<file path="config.mk">
export PLATFORM = sky130hd
export DESIGN_NAME = edge_threshold_flat
export DESIGN_NICKNAME = d
export VERILOG_FILES = /design/src/rtl/edge_threshold_pkg.sv /design/src/rtl/edge_threshold_if.sv /design/src/rtl/edge_threshold_pix_thresh4.sv /design/src/rtl/edge_threshold.sv /design/src/flat_wrapper.sv
export SDC_FILE = /design/constraint.sdc
export NUM_CORES = 1
export LEC_CHECK = 0
export CAP_MARGIN = 30
export CORE_AREA = 2 2 94 96
export DETAILED_ROUTE_END_ITERATION = 10
export DIE_AREA = 0 0 96 98
export PLACE_DENSITY = 0.72
export SYNTH_ARGS = -nofsm -noshare
export SYNTH_HDL_FRONTEND = slang
export SYNTH_SLANG_ARGS = --single-unit
</file>
<file path="constraint.sdc">
create_clock -name clk -period 3.7 [get_ports clk]
set_input_delay 0.74 -clock clk [delete_from_list [all_inputs] [get_ports clk]]
set_output_delay 0.74 -clock clk [all_outputs]
set_load 0.005 [all_outputs]
</file>
<file path="src/rtl/edge_threshold_pkg.sv">
// Shared image geometry and FSM state type for the edge-threshold post-processor.
package edge_threshold_pkg;

  localparam int unsigned IMG_WIDTH     = 352;
  localparam int unsigned IMG_HEIGHT    = 288;
  localparam int unsigned WORDS_PER_ROW = 88;
  localparam int unsigned IMG_WORDS     = 25344;
  localparam int unsigned RESULT_BASE   = 25344;

  typedef enum logic [1:0] {
    IDLE  = 2'd0,
    READ  = 2'd1,
    WRITE = 2'd2,
    DONE  = 2'd3
  } state_t;

endpackage

</file>
<file path="src/rtl/edge_threshold_if.sv">
// Single-port word memory bus: read data returns the cycle after a read request.
interface edge_threshold_if;

  logic [15:0] addr;
  logic [31:0] dataR;
  logic [31:0] dataW;
  logic        en;
  logic        we;

  modport master (output addr, output dataW, output en, output we, input dataR);
  modport slave  (input addr, input dataW, input en, input we, output dataR);

endinterface

</file>
<file path="src/rtl/edge_threshold_pix_thresh4.sv">
// Binarises four packed 8-bit pixels against a threshold and counts the hits.
module pix_thresh4
  import edge_threshold_pkg::*;
(
  input  logic [31:0] word,
  input  logic [7:0]  thr,
  output logic [31:0] bin,
  output logic [2:0]  ones
);

  always_comb begin
    bin  = '0;
    ones = '0;
    for (int unsigned k = 0; k < 4; k++) begin
      if (word[8*k +: 8] >= thr) begin
        bin[8*k +: 8] = '1;
        ones          = ones + 3'd1;
      end
    end
  end

endmodule

</file>
<file path="src/rtl/edge_threshold.sv">
// In-place binarisation of the Sobel result region: one read and one write per word.
module edge_threshold
  import edge_threshold_pkg::*;
#(
  parameter int unsigned BASE_ADDR = RESULT_BASE,
  parameter int unsigned NUM_WORDS = IMG_WORDS
)
(
  input  logic               clk,
  input  logic               reset,
  edge_threshold_if.master   mem,
  input  logic               start,
  input  logic [7:0]         threshold,
  output logic               finish,
  output logic [16:0]        edge_count
);

  localparam logic [14:0] LAST_IDX = 15'(NUM_WORDS - 1);
  localparam logic [15:0] BASE     = 16'(BASE_ADDR);

  state_t      state_q, state_d;
  logic [14:0] idx_q;
  logic [7:0]  thr_q;
  logic [16:0] count_q;
  logic [31:0] bin_word;
  logic [2:0]  bin_ones;
  logic [15:0] word_addr;

  assign word_addr  = BASE + {1'b0, idx_q};
  assign edge_count = count_q;

  // dataR holds the word fetched in READ throughout the following WRITE cycle
  pix_thresh4 u_thresh (
    .word (mem.dataR),
    .thr  (thr_q),
    .bin  (bin_word),
    .ones (bin_ones)
  );

  always_ff @(posedge clk or posedge reset) begin
    if (reset) state_q <= IDLE;
    else       state_q <= state_d;
  end

  always_comb begin
    state_d   = state_q;
    mem.en    = 1'b0;
    mem.we    = 1'b0;
    mem.addr  = '0;
    mem.dataW = '0;
    finish    = 1'b0;
    unique case (state_q)
      IDLE: begin
        if (start) state_d = READ;
      end
      READ: begin
        mem.en   = 1'b1;
        mem.addr = word_addr;
        state_d  = WRITE;
      end
      WRITE: begin
        mem.en    = 1'b1;
        mem.we    = 1'b1;
        mem.addr  = word_addr;
        mem.dataW = bin_word;
        state_d   = (idx_q == LAST_IDX) ? DONE : READ;
      end
      DONE: begin
        finish = 1'b1;
        if (!start) state_d = IDLE;
      end
      default: state_d = IDLE;
    endcase
  end

  always_ff @(posedge clk or posedge reset) begin
    if (reset) begin
      idx_q   <= '0;
      thr_q   <= '0;
      count_q <= '0;
    end else begin
      if (state_q == IDLE && start) begin
        idx_q   <= '0;
        thr_q   <= threshold;
        count_q <= '0;
      end else if (state_q == WRITE) begin
        count_q <= count_q + {14'd0, bin_ones};
        if (idx_q != LAST_IDX) idx_q <= idx_q + 15'd1;
      end
    end
  end

endmodule

</file>
<file path="src/flat_wrapper.sv">
// flat-port wrapper written by rule: the top's interface ports become plain ports
module edge_threshold_flat import edge_threshold_pkg::*;
#(
  parameter int unsigned BASE_ADDR = RESULT_BASE,
  parameter int unsigned NUM_WORDS = IMG_WORDS
)
  (clk, reset, start, threshold, finish, edge_count, mem_addr, mem_dataW, mem_en, mem_we, mem_dataR);
  edge_threshold_if mem_i ();
  input  logic clk;
  input  logic reset;
  input  logic start;
  input  logic [7:0] threshold;
  output logic finish;
  output logic [16:0] edge_count;
  output wire logic [$bits(mem_i.addr)-1:0] mem_addr;
  output wire logic [$bits(mem_i.dataW)-1:0] mem_dataW;
  output wire logic [$bits(mem_i.en)-1:0] mem_en;
  output wire logic [$bits(mem_i.we)-1:0] mem_we;
  input wire logic [$bits(mem_i.dataR)-1:0] mem_dataR;
  assign mem_addr = mem_i.addr;
  assign mem_dataW = mem_i.dataW;
  assign mem_en = mem_i.en;
  assign mem_we = mem_i.we;
  assign mem_i.dataR = mem_dataR;
  edge_threshold #(.BASE_ADDR(BASE_ADDR), .NUM_WORDS(NUM_WORDS)) u_core (.clk(clk), .reset(reset), .mem(mem_i), .start(start), .threshold(threshold), .finish(finish), .edge_count(edge_count));
endmodule
</file>
==> metrics.md <==
| Metric | Value |
|---|---|
| Status | finished, final reports clean |
| Power Density | 743 nW/um^2 |
| Pre-CTS WS | -0.812 ns |
| Post-Synthesis Cells | 389 |
| All-Layer GR Usage | 0.183 |
| Die Span X | 96 um |
| Syn. warnings | 0 |
| R2R Path End | u_core.edge_count[6] |
| Max-slew headroom | 0.650 |
| Critical path, cell by cell | buf_6 -> inv_4 -> ha_4 -> nand2b_4 -> a21o_1 -> a21o_1 -> a21oi_4 -> buf_6 -> o21a_1 -> ha_2 -> mux2i_1 -> ha_1 -> buf_6 -> mux2i_4 -> fa_2 -> nor2b_2 -> o21a_4 -> nand4_1 -> xor2_1 -> nor2_1 |
| H-Tree Depth | 2 |
| DRC | 0 |
| Async set-reset flop share out of synthesis | 1.00 |
| Area growth from synthesis to layout | 50.5% |
| Fin util | 0.621 |
| Placed Instances | 590 |
| Root buffer cell | clkbuf_8 |
| Dominant cell type by area after synthesis | dfrtp_1 |
| Static Leak | 0.00238 uW |
| Most used cell, CP | buf_6 |
| Synth unique cells | 45 |
| Num rows | 34 |
| Clk sink count | 42 |
| Setup crit end kind | flip-flop |
| Post-Syn Nets | 482 |
| Sequential cell area fraction in the yosys report | 0.301 |
| Post-Synthesis Cell Area | 3500 um^2 |
| N_diodes | 0 |
| Top-area cell type share of the netlist area | 0.301 |
| Chip height | 98 um |
| CTS tree | built |
| Largest net degree at the start of global routing | 43 |
| Final period util | 0.986 |
| Layout cells sized above 1 | 0.236 |
| DRT Wirelength | 8800 um |
| Max Clock Skew | 0.00953 ns |
| EDFF count, synth | 0 |
| R2R depth | 18 |
| Min Tclk post-route | 3.65 ns |
| Die ar. | 9410 um^2 |
| Global placer's final weighted congestion | 0.821 |
| # setup viols final | 0 |
| Ranking of synthesized cells by area | dfrtp_1 (30%), ha_1 (18%), buf_4 (6.0%) |
| WL/cell | 14.5 um |
| Arr. time, crit path | 3.81 ns |
| Crit path max fanout | 7 |
| Core Footprint | 8470 um^2 |
| Via count | 3071 |
| First-pass GRT wire length | 14000 um |
| Worst endpoint required time | 3.86 ns |
| RSZ-0062 raised after global routing | true |
| FF-to-FF Start | u_core.thr_q[0] |
| Avg Vias per Cell | 5.05 |
| Initial Utilization | 0.413 |
| Input/output buffers | 110 |
| Setup TNS Final | 0 ns |
| Hold Path Class | flip-flop to flip-flop |
| CTS max path bufs | 2 |
| Ys flop type | dfrtp_1 |
| Total gr overflow | 0 |
| Flops & latches, synth | 42 |
| Vias in the first global route | 3014 |
| TritonCTS Buffers | 5 |
| Worst Setup EP | u_core.edge_count[6] |
| Max Freq | 274 MHz |
| CTS hold repair buffers | 0 |
| Final WS setup | 0.0532 ns |
| # nets final | 592 |
| Final non-filler cell total | 608 |
| DP HPWL | 6420 um |
| Worst-Skew Late Latency | 0.29 ns |
| Worst-path clk slew | 0.08 ns |
| Worst setup SP type | input pin |
| CP Launch Point | mem_dataR[0] |
| Slew Viols, Final | 0 |
| # IOs | 111 |
| Peak supply drop | 0.412 mV |
| DRT iter0 DRCs | 76 |
| Syn Area/Cell | 8.99 um^2 |
| Final hold violation count | 0 |
| Max-Cap Viols | 0 |
| Tightest Pin Transition | 0.520 ns |
| TritonRoute pass-1 iters | 4 |
| Worst Path Class, Setup | input pin to flip-flop |
| Crit-path max cell delay | 0.41 ns |
| Post-route ant nets | 0 |
| Critical path's slowest cell | fa_2 |
| Reg2Reg Setup Slack | 0.09 ns |
| Initial antenna violation count | 0 |
## cell type report
class                      instances  area, um^2
fill                             716        3200
sequential                        42        1050
clock inverter                     1        5.00
clock buffer                       7        86.3
tap                              108         135
multi-input combinational        284        2550
timing repair buffer             142        1330
inverter                          24         100
## state kept, by name, indices dropped and copies added, names as in the netlist
register,cells
u_core.idx_q,15
u_core.state_q,2
u_core.edge_count,17
u_core.thr_q,8
## critical path: cells and delay by family
| kind | cells | cell delay, ns |
|---|---|---|
| AO/OA/AOI/OAI | 5 | 0.89 |
| XOR/XNOR | 1 | 0.16 |
| adder cells (fa/ha/maj) | 4 | 1.08 |
| buffers and inverters | 4 | 0.38 |
| multiplexers | 2 | 0.13 |
| AND/OR/NAND/NOR | 4 | 0.44 |
## per-layer routing
metal | share of wire | track usage
met5 | 0 | 0
met4 | 0.014 | 0.0407
met2 | 0.49 | 0.303
met3 | 0.057 | 0.0301
met1 | 0.44 | 0.248
## worst min path at each step
stage	start	end	slack, ns	depth (start not counted)
6_report	u_core.edge_count[16]	u_core.edge_count[16]	0.56	2
3_3_place_gp	u_core.state_q[1]	u_core.state_q[1]	0.53	1
4_1_cts	u_core.state_q[1]	u_core.state_q[1]	0.55	1
2_1_floorplan	u_core.state_q[1]	u_core.state_q[1]	0.50	1
5_1_grt	u_core.edge_count[16]	u_core.edge_count[16]	0.58	2
3_5_place_dp	u_core.edge_count[16]	u_core.edge_count[16]	0.54	2
## cell families after synthesis
| family | Yosys count | synth area share |
|---|---|---|
| DFF | 42 | 0.301 |
| AOI/OAI and AO/OA | 69 | 0.134 |
| muxes | 7 | 0.0204 |
| and+or+nand+nor | 125 | 0.183 |
| adders and majority gates | 50 | 0.181 |
| buffers and inverters | 63 | 0.0984 |
| xor gates and xnor gates | 33 | 0.0827 |
## cells in the mapped netlist, types with 2 or more instances
library cell  count
ha_1             49
dfrtp_1          42
nor2_1           35
buf_4            28
nand2_1          26
inv_1            23
xor2_1           23
o21ai_0          22
a21oi_1          15
and2_1           15
nand3_1          13
xnor2_1          10
a21o_1            8
and3_1            7
clkbuf_1          7
nand4_1           7
mux2i_1           6
nand2b_1          5
and4_1            4
nor2b_1           4
o21a_1            4
or3_1             4
a211oi_1          3
a21boi_0          2
a221oi_1          2
a41oi_1           2
buf_1             2
buf_2             2
o2111ai_1         2
o22ai_1           2
## metrics by stage
step	area (um^2)	hold WS [ns]	total power [uW]
after floorplan	3660	0.500	2160
after global placement	4810	0.528	2940
after detailed placement	4810	0.540	3040
after CTS	5040	0.553	3550
after global routing	5260	0.581	4260
final	5260	0.559	3910
## power by group
part	internal (uW)	leakage [uW]	total (uW)	switching [uW]
clock	151	0.0000482	306	155
sequential	552	0.000562	650	97.4
combinational	1620	0.00177	2950	1330
## placed cells by master, fill, tap and decap left out, types with 3 or more instances in the layout
| cell | count |
|---|---|
| nand4_1 | 7 |
| xnor2_2 | 3 |
| dlymetal6s2s_1 | 9 |
| dlygate4sd2_1 | 5 |
| and3_4 | 3 |
| nor2_1 | 34 |
| a21o_1 | 8 |
| nand2b_1 | 3 |
| o21ai_0 | 19 |
| nand2_1 | 23 |
| ha_2 | 6 |
| o21a_1 | 3 |
| nand3_2 | 4 |
| or3_1 | 4 |
| mux2i_1 | 4 |
| and2_1 | 14 |
| dfrtp_1 | 41 |
| ha_1 | 29 |
| and3_1 | 4 |
| clkbuf_8 | 6 |
| buf_6 | 7 |
| clkdlybuf4s50_1 | 85 |
| ha_4 | 14 |
| clkbuf_2 | 9 |
| a211oi_1 | 3 |
| nand2_2 | 3 |
| nand3_1 | 8 |
| nand2b_4 | 3 |
| a21oi_1 | 9 |
| a21oi_4 | 4 |
| inv_1 | 15 |
| buf_4 | 27 |
| inv_2 | 6 |
| xor2_1 | 23 |
| and4_1 | 4 |
| nor2b_1 | 3 |
| xnor2_1 | 7 |
## what timing repair did
item | 4_1_cts | 5_1_grt
gates resized for setup | 48 | 67
cloned | 0 | 0
pin swaps | 37 | 32
buffers inserted | 7 | 4
setup endpoints to repair | 48 | 37
(Power assumes the default switching activity.)
